$ cat config.mk
export PLATFORM = sky130hd
export DESIGN_NAME = weight_load_sequencer_flat
export DESIGN_NICKNAME = d
export VERILOG_FILES = /design/src/rtl/weight_load_sequencer_pkg.sv /design/src/rtl/weight_load_sequencer_if.sv /design/src/rtl/weight_rd_sweeper.sv /design/src/rtl/weight_load_sequencer.sv /design/src/flat_wrapper.sv
export SDC_FILE = /design/constraint.sdc
export NUM_CORES = 1
export LEC_CHECK = 0
export CAP_MARGIN = 20
export CORE_ASPECT_RATIO = 1.1
export CORE_MARGIN = 4
export CORE_UTILIZATION = 45
export CTS_BUF_LIST = sky130_fd_sc_hd__clkbuf_8 sky130_fd_sc_hd__clkbuf_16
export CTS_CLUSTER_DIAMETER = 50
export DETAILED_ROUTE_END_ITERATION = 7
export PLACE_DENSITY = 0.69
export SLEW_MARGIN = 10
export SYNTH_ARGS = -nofsm -noshare
export SYNTH_HDL_FRONTEND = slang
export SYNTH_SLANG_ARGS = --single-unit
$ cat constraint.sdc
create_clock -name sys_clk -period 3.6 [get_ports sys_clk]
set_input_delay 0.72 -clock sys_clk [delete_from_list [all_inputs] [get_ports sys_clk]]
set_output_delay 0.72 -clock sys_clk [all_outputs]
set_load 0.005 [all_outputs]
$ cat src/rtl/weight_load_sequencer_pkg.sv
// Shared constants, state encoding and config payload for the weight load sequencer.
// Group geometry is derived so one DDR burst carries exactly one group of DRM words.
package weight_load_sequencer_pkg;

    localparam int unsigned WR_ADDR_DEPTH  = 10;
    localparam int unsigned RD_ADDR_DEPTH  = 8;
    localparam int unsigned DDR_ADDR_WIDTH = 32;
    localparam int unsigned DDR_BEAT_BITS  = 256;
    localparam int unsigned WR_WORD_BITS   = 324;
    localparam int unsigned GROUP_WORDS    = 64;
    // 64 x 324-bit words = 81 x 256-bit beats = 2592 bytes per group
    localparam int unsigned BURST_BEATS    = (GROUP_WORDS * WR_WORD_BITS) / DDR_BEAT_BITS;
    localparam int unsigned BURST_BYTES    = BURST_BEATS * (DDR_BEAT_BITS / 8);
    localparam int unsigned MAX_GROUPS     = 16;

    localparam int unsigned GROUP_NUM_W    = 5;
    localparam int unsigned RD_NUM_W       = RD_ADDR_DEPTH + 1;
    localparam int unsigned PASS_W         = 16;
    localparam int unsigned BURST_LEN_W    = 8;
    localparam int unsigned WORD_IDX_W     = $clog2(GROUP_WORDS);

    typedef enum logic [2:0] {
        ST_IDLE,
        ST_REQ,
        ST_WAIT_GRP,
        ST_READ,
        ST_DONE
    } wls_state_e;

    typedef struct packed {
        logic [DDR_ADDR_WIDTH-1:0] ddr_base;
        logic [GROUP_NUM_W-1:0]    group_num;
        logic [RD_NUM_W-1:0]       rd_num;
        logic [PASS_W-1:0]         rd_passes;
    } wls_cfg_t;

    function automatic logic [GROUP_NUM_W-1:0] sat_group_num(input logic [GROUP_NUM_W-1:0] n);
        return (n > GROUP_NUM_W'(MAX_GROUPS)) ? GROUP_NUM_W'(MAX_GROUPS) : n;
    endfunction

    function automatic logic [DDR_ADDR_WIDTH-1:0] group_addr(
        input logic [DDR_ADDR_WIDTH-1:0] base,
        input logic [GROUP_NUM_W-1:0]    grp
    );
        return base + DDR_ADDR_WIDTH'(grp) * DDR_ADDR_WIDTH'(BURST_BYTES);
    endfunction

endpackage

$ cat src/rtl/weight_load_sequencer_if.sv
// DDR burst request channel between the sequencer (master) and the DDR read master (slave).
interface weight_load_sequencer_if;
    import weight_load_sequencer_pkg::*;

    logic                      ddr_rd_req;
    logic [DDR_ADDR_WIDTH-1:0] ddr_rd_addr;
    logic [BURST_LEN_W-1:0]    ddr_rd_len;
    logic                      ddr_rd_ack;

    modport master (
        output ddr_rd_req,
        output ddr_rd_addr,
        output ddr_rd_len,
        input  ddr_rd_ack
    );

    modport slave (
        input  ddr_rd_req,
        input  ddr_rd_addr,
        input  ddr_rd_len,
        output ddr_rd_ack
    );

endinterface

$ cat src/rtl/weight_rd_sweeper.sv
// Read-address sweeper over the resident 1296-bit words: wraps every rd_num words,
// counts passes, stalls on mac_ready and delays rd_valid to match the 1-cycle DRM read.
module weight_rd_sweeper
    import weight_load_sequencer_pkg::*;
(
    input  logic                     sys_clk,
    input  logic                     rstn,
    input  logic                     active,
    input  logic                     mac_ready,
    input  logic [RD_NUM_W-1:0]      rd_num,
    input  logic [PASS_W-1:0]        rd_passes,
    output logic [RD_ADDR_DEPTH-1:0] addr_rd,
    output logic                     rd_valid,
    output logic                     pass_done_c
);

    logic [RD_ADDR_DEPTH-1:0] addr_q;
    logic [PASS_W-1:0]        pass_q;
    logic                     rd_valid_q;
    logic                     step_c;
    logic                     wrap_c;

    assign step_c      = active && mac_ready;
    assign wrap_c      = (RD_NUM_W'(addr_q) == (rd_num - RD_NUM_W'(1)));
    assign pass_done_c = step_c && wrap_c && (pass_q == (rd_passes - PASS_W'(1)));

    // Address and pass count rest at zero whenever the sweep is not active.
    always_ff @(posedge sys_clk or negedge rstn) begin
        if (!rstn) begin
            addr_q     <= '0;
            pass_q     <= '0;
            rd_valid_q <= 1'b0;
        end else begin
            rd_valid_q <= step_c;
            if (!active) begin
                addr_q <= '0;
                pass_q <= '0;
            end else if (step_c) begin
                if (wrap_c) begin
                    addr_q <= '0;
                    pass_q <= pass_q + PASS_W'(1);
                end else begin
                    addr_q <= addr_q + RD_ADDR_DEPTH'(1);
                end
            end
        end
    end

    assign addr_rd  = addr_q;
    assign rd_valid = rd_valid_q;

endmodule

$ cat src/rtl/weight_load_sequencer.sv
// Layer weight load controller: fetches whole groups from DDR into the WeightDRM,
// then sweeps the resident words for the configured number of read passes.
module weight_load_sequencer
    import weight_load_sequencer_pkg::*;
(
    input  logic                       sys_clk,
    input  logic                       rstn,
    input  logic                       cfg_start,
    input  logic [DDR_ADDR_WIDTH-1:0]  cfg_ddr_base,
    input  logic [GROUP_NUM_W-1:0]     cfg_group_num,
    input  logic [RD_NUM_W-1:0]        cfg_rd_num,
    input  logic [PASS_W-1:0]          cfg_rd_passes,
    weight_load_sequencer_if.master    ddr,
    input  logic                       drm_wr_valid,
    output logic [WR_ADDR_DEPTH-1:0]   addr_wr,
    output logic [RD_ADDR_DEPTH-1:0]   addr_rd,
    output logic                       rd_valid,
    input  logic                       mac_ready,
    output logic                       busy,
    output logic                       load_done,
    output logic                       err_unexp_wr
);

    wls_state_e                state_q;
    wls_state_e                state_d;
    wls_cfg_t                  cfg_q;
    logic [GROUP_NUM_W-1:0]    grp_q;
    logic [WR_ADDR_DEPTH-1:0]  addr_wr_q;
    logic                      req_q;
    logic [DDR_ADDR_WIDTH-1:0] req_addr_q;
    logic                      busy_q;
    logic                      load_done_q;
    logic                      err_q;

    logic                      start_c;
    logic [GROUP_NUM_W-1:0]    start_grp_c;
    logic                      start_skip_c;
    logic                      cfg_skip_c;
    logic                      wr_accept_c;
    logic                      last_word_c;
    logic                      grp_last_c;
    logic                      pass_done_c;

    assign start_c      = cfg_start && (state_q == ST_IDLE);
    assign start_grp_c  = sat_group_num(cfg_group_num);
    assign start_skip_c = (cfg_rd_num == '0) || (cfg_rd_passes == '0);
    assign cfg_skip_c   = (cfg_q.rd_num == '0) || (cfg_q.rd_passes == '0);
    assign wr_accept_c  = drm_wr_valid && (state_q == ST_WAIT_GRP);
    // Groups are 64-aligned because addr_wr is cleared at load start.
    assign last_word_c  = wr_accept_c &&
                          (addr_wr_q[WORD_IDX_W-1:0] == WORD_IDX_W'(GROUP_WORDS - 1));
    assign grp_last_c   = ((grp_q + GROUP_NUM_W'(1)) == cfg_q.group_num);

    always_ff @(posedge sys_clk or negedge rstn) begin
        if (!rstn) begin
            state_q <= ST_IDLE;
        end else begin
            state_q <= state_d;
        end
    end

    always_comb begin
        state_d = state_q;
        unique case (state_q)
            ST_IDLE: begin
                if (start_c) begin
                    if (start_grp_c != '0) begin
                        state_d = ST_REQ;
                    end else if (start_skip_c) begin
                        state_d = ST_DONE;
                    end else begin
                        state_d = ST_READ;
                    end
                end
            end
            ST_REQ: begin
                if (req_q && ddr.ddr_rd_ack) begin
                    state_d = ST_WAIT_GRP;
                end
            end
            ST_WAIT_GRP: begin
                if (last_word_c) begin
                    if (!grp_last_c) begin
                        state_d = ST_REQ;
                    end else if (cfg_skip_c) begin
                        state_d = ST_DONE;
                    end else begin
                        state_d = ST_READ;
                    end
                end
            end
            ST_READ: begin
                if (pass_done_c) begin
                    state_d = ST_DONE;
                end
            end
            ST_DONE: begin
                state_d = ST_IDLE;
            end
            default: begin
                state_d = ST_IDLE;
            end
        endcase
    end

    // Config capture, group/write-address tracking and registered status outputs.
    always_ff @(posedge sys_clk or negedge rstn) begin
        if (!rstn) begin
            cfg_q       <= '0;
            grp_q       <= '0;
            addr_wr_q   <= '0;
            busy_q      <= 1'b0;
            load_done_q <= 1'b0;
            err_q       <= 1'b0;
        end else begin
            if (start_c) begin
                cfg_q.ddr_base  <= cfg_ddr_base;
                cfg_q.group_num <= start_grp_c;
                cfg_q.rd_num    <= cfg_rd_num;
                cfg_q.rd_passes <= cfg_rd_passes;
                if (start_grp_c != '0) begin
                    grp_q     <= '0;
                    addr_wr_q <= '0;
                end
            end
            if (wr_accept_c) begin
                addr_wr_q <= addr_wr_q + WR_ADDR_DEPTH'(1);
            end
            if (last_word_c) begin
                grp_q <= grp_q + GROUP_NUM_W'(1);
            end
            if (drm_wr_valid && (state_q != ST_WAIT_GRP)) begin
                err_q <= 1'b1;
            end
            busy_q      <= (state_d != ST_IDLE);
            load_done_q <= (state_d == ST_DONE);
        end
    end

    // Request rises one cycle into REQ with its address, and drops after the ack.
    always_ff @(posedge sys_clk or negedge rstn) begin
        if (!rstn) begin
            req_q      <= 1'b0;
            req_addr_q <= '0;
        end else if ((state_q == ST_REQ) && !req_q) begin
            req_q      <= 1'b1;
            req_addr_q <= group_addr(cfg_q.ddr_base, grp_q);
        end else if (req_q && ddr.ddr_rd_ack) begin
            req_q <= 1'b0;
        end
    end

    weight_rd_sweeper u_rd_sweeper (
        .sys_clk     (sys_clk),
        .rstn        (rstn),
        .active      (state_q == ST_READ),
        .mac_ready   (mac_ready),
        .rd_num      (cfg_q.rd_num),
        .rd_passes   (cfg_q.rd_passes),
        .addr_rd     (addr_rd),
        .rd_valid    (rd_valid),
        .pass_done_c (pass_done_c)
    );

    assign ddr.ddr_rd_req  = req_q;
    assign ddr.ddr_rd_addr = req_addr_q;
    assign ddr.ddr_rd_len  = BURST_LEN_W'(BURST_BEATS);
    assign addr_wr         = addr_wr_q;
    assign busy            = busy_q;
    assign load_done       = load_done_q;
    assign err_unexp_wr    = err_q;

endmodule

$ cat src/flat_wrapper.sv
// flat-port wrapper written by rule: the top's interface ports become plain ports
module weight_load_sequencer_flat import weight_load_sequencer_pkg::*;
  (sys_clk, rstn, cfg_start, cfg_ddr_base, cfg_group_num, cfg_rd_num, cfg_rd_passes, drm_wr_valid, addr_wr, addr_rd, rd_valid, mac_ready, busy, load_done, err_unexp_wr, ddr_ddr_rd_req, ddr_ddr_rd_addr, ddr_ddr_rd_len, ddr_ddr_rd_ack);
  weight_load_sequencer_if ddr_i ();
  input  logic sys_clk;
  input  logic rstn;
  input  logic cfg_start;
  input  logic [DDR_ADDR_WIDTH-1:0] cfg_ddr_base;
  input  logic [GROUP_NUM_W-1:0] cfg_group_num;
  input  logic [RD_NUM_W-1:0] cfg_rd_num;
  input  logic [PASS_W-1:0] cfg_rd_passes;
  input  logic drm_wr_valid;
  output logic [WR_ADDR_DEPTH-1:0] addr_wr;
  output logic [RD_ADDR_DEPTH-1:0] addr_rd;
  output logic rd_valid;
  input  logic mac_ready;
  output logic busy;
  output logic load_done;
  output logic err_unexp_wr;
  output wire logic [$bits(ddr_i.ddr_rd_req)-1:0] ddr_ddr_rd_req;
  output wire logic [$bits(ddr_i.ddr_rd_addr)-1:0] ddr_ddr_rd_addr;
  output wire logic [$bits(ddr_i.ddr_rd_len)-1:0] ddr_ddr_rd_len;
  input wire logic [$bits(ddr_i.ddr_rd_ack)-1:0] ddr_ddr_rd_ack;
  assign ddr_ddr_rd_req = ddr_i.ddr_rd_req;
  assign ddr_ddr_rd_addr = ddr_i.ddr_rd_addr;
  assign ddr_ddr_rd_len = ddr_i.ddr_rd_len;
  assign ddr_i.ddr_rd_ack = ddr_ddr_rd_ack;
  weight_load_sequencer u_core (.sys_clk(sys_clk), .rstn(rstn), .cfg_start(cfg_start), .cfg_ddr_base(cfg_ddr_base), .cfg_group_num(cfg_group_num), .cfg_rd_num(cfg_rd_num), .cfg_rd_passes(cfg_rd_passes), .ddr(ddr_i), .drm_wr_valid(drm_wr_valid), .addr_wr(addr_wr), .addr_rd(addr_rd), .rd_valid(rd_valid), .mac_ready(mac_ready), .busy(busy), .load_done(load_done), .err_unexp_wr(err_unexp_wr));
endmodule
==> metrics.sh <==
CRITICAL_PATH.MAX_FANOUT=8
CRIT_PATH_CELL_TRACE='ha_1, ha_1, a31oi_1, xnor2_1, ha_2, and3_1, and3_1, a21oi_1, a311oi_1, buf_4, nand2b_2, nor2_1, a311oi_1'
SYNTHESIS.YOSYS.WARNINGS=0
HPWLAFTERDP_MM=15.3
CHIPWIDTH_UM=136
SWITCHING_PART_OF_THE_TOTAL_POWER=0.375
CTS.CLK_SLEW.WORST_PATHS_NS=0.06
INITIAL_ANTENNA_VIOLATION_COUNT=0
REGISTER_BIT_COUNT_REPORTED_BY_YOSYS=141
FINALSETUPVIOLCOUNT=0
DETAIL-ROUTE-ANTENNA-NETS=0
LAYOUT-AREA-OVERHEAD-VS-SYNTH_PCT=25.2
INITIAL_UTIL=0.460
FILLERS=1648
HOLD_PATH.CLASS='in -> async'
CLK_LATENCY_NS=0.43
OUTCOME='completed'
CORE_OUTLINE_AREA_MM2=0.0177
DRT_FIRST_PASS_ITERS=6
POWER.DENSITY_CELL_AREA_mW_PER_MM2=684
PWR-SHARE-CLK=0.263
CTS.HTREE.LEVELS=4
IO_BUFFERS=122
MAX_SLEW_MARGIN=0.353
UNIQUE_CELL_TYPE_COUNT_IN_THE_YOSYS_NETLIST=71
SEQPWRFRAC=0.379
TRITONCTS='done'
TOTAL_LEAKAGE_POWER_nW=4.58
CLOCK_SINKS=141
POST_ROUTE_CELLS_DRIVE_ABOVE_1_SHARE=0.0660
FINALMAXSLEWVIOLATIONS=0
PATH_CLASS='reg -> reg'
TOTAL_CLOCK_BUFFERS_CREATED_BY_CTS=17
MIN_PERIOD_NS=3.37
ROWS=51
POWER.SHARE.COMBINATIONAL=0.358
ROUTED-VIA-COUNT=7093
CRITICAL-PATH-MAX-STAGE-DELAY_NS=0.46
SORT_OF_ELEMENT_AT_THE_START_OF_THE_CRITICAL_PATH='flop'
TNS_NS=0
GLOBALROUTETOTALUTIL=0.214
EDFF_COUNT_SYNTH=0
LAYOUT_SKEW_NS=0.00819
FIRST_GLOBAL_VIAS=6903
SWITCHING_POWER_mW=2.62
WORST_EP_REQUIRED_TIME_NS=3.93
INSERTEDDIODECOUNT=0
ARRIVAL_NS=3.70
WORST_R2R_PATH_DEPTH=13
LARGEST_NET_DEGREE_AT_THE_START_OF_GLOBAL_ROUTING=83
DRT_ITER0_MARKERS=395
FINAL_DESIGN_INSTANCE_AREA_WITHOUT_FILL_MM2=0.0102
IRDROPWORSTVDD_uV=402
GP_ROUTABILITY_CONGESTION=0.862
POSTPLACECELLAREA_MM2=0.00958
DIE_HEIGHT_UM=149
SYN-CELL-AREA_MM2=0.00815
SYN-INSTANCE-COUNT=938
MAX_CAP_VIOLATIONS=0
LAUNCHING_POINT_OF_THE_WORST_REG2REG_PATH='u_core.grp_q[3]'
REGTOREGENDPOINT='u_core.ddr.ddr_rd_addr[24]'
FLOORPLAN.IO_PINS=131
DRC=0
SYNTHFLOPTYPE='sky130_fd_sc_hd__dfrtp_1'
CTS_ROOT_BUFFER='sky130_fd_sc_hd__clkbuf_16'
GR_OVERFLOW_TOTAL=0
WIRELENGTH_MM=20.9
FINAL-HOLD-VIOLATION-COUNT=0
CRITICAL_PATH.SLOWEST_CELL='sky130_fd_sc_hd__dfrtp_2'
REG2REG_SLACK_NS=0.23
CTS-ROOT-TO-SINK-BUFFERS=2
PERIOD_SHARE=0.936
SYNTHARSTFLOPSHARE=1.00
FMAX_GHz=0.297
NUM-NETS-FINAL=1145
WL_PER_CELL_UM=16.1
ROUTED_VIA_DENSITY=5.46
END_KIND='flop'
UNREPAIRED_SETUP_ENDPOINTS_AFTER_GLOBAL_ROUTING='false'
YS_SEQ_AREA_FRAC=0.433
FIRST_PASS_GRT_WIRE_LENGTH_MM=35.0
POWER.INTERNAL_mW=4.37
SYN_AREA_PER_CELL_UM2=8.69
WORST_PIN_SLEW_NS=0.958
FP.DIEAREA_MM2=0.0203
-- critical path: cells and delay by family, from the launching register on --
family                     cells  cell delay [ns]
AOI/OAI and AO/OA              4             0.86
xor gates and xnor gates       1             0.10
adders and majority gates      3             1.05
buffers and inverters          1             0.19
DFF                            1             0.46
and+or+nand+nor                4             0.60
-- cell usage in the layout (no fill, tap or decap), types with 6 or more instances in the layout --
master                            synthesis  final
sky130_fd_sc_hd__nand4_1                 12     12
sky130_fd_sc_hd__and3_1                  16     16
sky130_fd_sc_hd__or4_1                    9      9
sky130_fd_sc_hd__a21o_1                   7      7
sky130_fd_sc_hd__nor2_1                  49     48
sky130_fd_sc_hd__inv_1                   21     21
sky130_fd_sc_hd__buf_4                    8     13
sky130_fd_sc_hd__nor3_1                  17     17
sky130_fd_sc_hd__mux2i_1                  7      7
sky130_fd_sc_hd__o2111ai_1                9      9
sky130_fd_sc_hd__clkdlybuf4s50_1          0    121
sky130_fd_sc_hd__nand3_1                 32     31
sky130_fd_sc_hd__dfrtp_1                141    140
sky130_fd_sc_hd__a21oi_1                 27     26
sky130_fd_sc_hd__o21ai_0                 56     56
sky130_fd_sc_hd__o311ai_1                 7      7
sky130_fd_sc_hd__xor2_1                  29     29
sky130_fd_sc_hd__clkbuf_16                0     17
sky130_fd_sc_hd__nand2b_1                17     16
sky130_fd_sc_hd__conb_1                   2      8
sky130_fd_sc_hd__a311oi_1                10     10
sky130_fd_sc_hd__ha_1                    29     28
sky130_fd_sc_hd__nand3b_1                 7      7
sky130_fd_sc_hd__o41ai_1                  8      8
sky130_fd_sc_hd__xnor2_1                 23     23
sky130_fd_sc_hd__nor4_1                   8      8
sky130_fd_sc_hd__nand2_1                246    246
sky130_fd_sc_hd__a31o_2                   6      6
sky130_fd_sc_hd__o211ai_1                10     10
-- power groups by stage --
stage	sequential [mW]	combinational, mW	clock, mW
after global placement	2.66	2.46	0
after detailed placement	2.66	2.51	0
after CTS	2.64	2.52	1.87
after floorplan	2.47	1.73	0
final	2.64	2.50	1.84
after global routing	2.73	2.85	1.94
-- stage by stage --
step | std cells | util | total power [mW] | setup slack (ns) | hold slack [ns]
6_report | 1298 | 0.575 | 6.98 | 0.230 | 0.349
5_1_grt | 1298 | 0.575 | 7.52 | 0.00844 | 0.403
4_1_cts | 1298 | 0.575 | 7.04 | 0.130 | 0.384
3_5_place_dp | 1266 | 0.540 | 5.17 | 0.184 | 0.451
3_3_place_gp | 1266 | 0.540 | 5.11 | 0.269 | 0.445
2_1_floorplan | 944 | - | 4.20 | 0.362 | 0.424
-- cells in the mapped netlist (all sizes together), types with 3 or more instances --
master	count	area share
o21ai	58	0.036
o31ai	4	0.0037
dfrtp	141	0.43
nor2	49	0.023
xor2	29	0.031
xnor2	23	0.025
o31a	3	0.0032
o211ai	10	0.0092
nor4	11	0.012
a31o	6	0.0064
and2	5	0.0038
nand4b	3	0.0032
mux2i	7	0.0086
a21oi	27	0.017
nor3	18	0.012
a311oi	10	0.011
a211oi	4	0.0037
inv	21	0.0097
nand2	246	0.11
nand4	12	0.0092
nand3	32	0.020
or3	5	0.0038
buf	14	0.012
or4	9	0.0083
o311ai	9	0.0097
o2111ai	9	0.0097
a21o	8	0.0075
a31oi	5	0.0038
nor3b	4	0.0037
nor2b	5	0.0038
ha	29	0.045
clkbuf	38	0.018
o41ai	8	0.0086
and3	16	0.012
nand2b	17	0.013
nand3b	7	0.0064
-- cell type report --
type / instances / area [um2] / area share
Timing Repair Buffer: 136 / 1340 / 0.131
Clock buffer: 19 / 453 / 0.0444
Inverter: 21 / 78.8 / 0.00772
Clock inverter: 13 / 164 / 0.0161
Tap cell: 238 / 298 / 0.0292
Sequential cell: 141 / 3530 / 0.346
Multi-Input combinational cell: 730 / 4350 / 0.426
-- worst max path at each step --
stage	start	to	slack, ns
final	u_core.grp_q[3]	u_core.ddr.ddr_rd_addr[24]	0.23
after detailed placement	u_core.grp_q[3]	u_core.ddr.ddr_rd_addr[24]	0.18
after floorplan	u_core.grp_q[1]	u_core.ddr.ddr_rd_addr[20]	0.36
after global routing	u_core.grp_q[3]	u_core.ddr.ddr_rd_addr[28]	0.008
after CTS	u_core.grp_q[3]	u_core.ddr.ddr_rd_addr[24]	0.13
after global placement	u_core.grp_q[3]	u_core.ddr.ddr_rd_addr[20]	0.27
-- logic make-up after synthesis --
logic type | synth area share
AND/OR/NAND/NOR | 0.256
AO/OA/AOI/OAI | 0.151
flip-flops | 0.433
buffers and inverters | 0.0396
XOR/XNOR | 0.0614
adder cells (fa/ha/maj) | 0.0470
multiplexers | 0.0114
other | 0.000921
-- per-layer routing --
metal  wire length [um]  vias up  GRT usage
li1                   -     3516          -
met1               9310     3364      0.285
met2              10200      181      0.351
met3                981       32     0.0395
met4                393        0     0.0761
met5                  0        -          0
-- flip-flops by register name, indices dropped and copies added, names as in the netlist, 3 cells and up --
name / flops
u_core.cfg_q: 62
u_core.ddr.ddr_rd_addr: 32
u_core.u_rd_sweeper.pass_q: 16
u_core.addr_wr: 10
u_core.u_rd_sweeper.addr_rd: 8
u_core.grp_q: 5
u_core.state_q: 3
-- timing repair --
item,4_1_cts,5_1_grt
endpoints found under the setup margin,0,11
hold buffers,0,0
gates resized for setup,0,5
buffers inserted,0,0
Note: power is estimated with default switching activity, not from simulation.
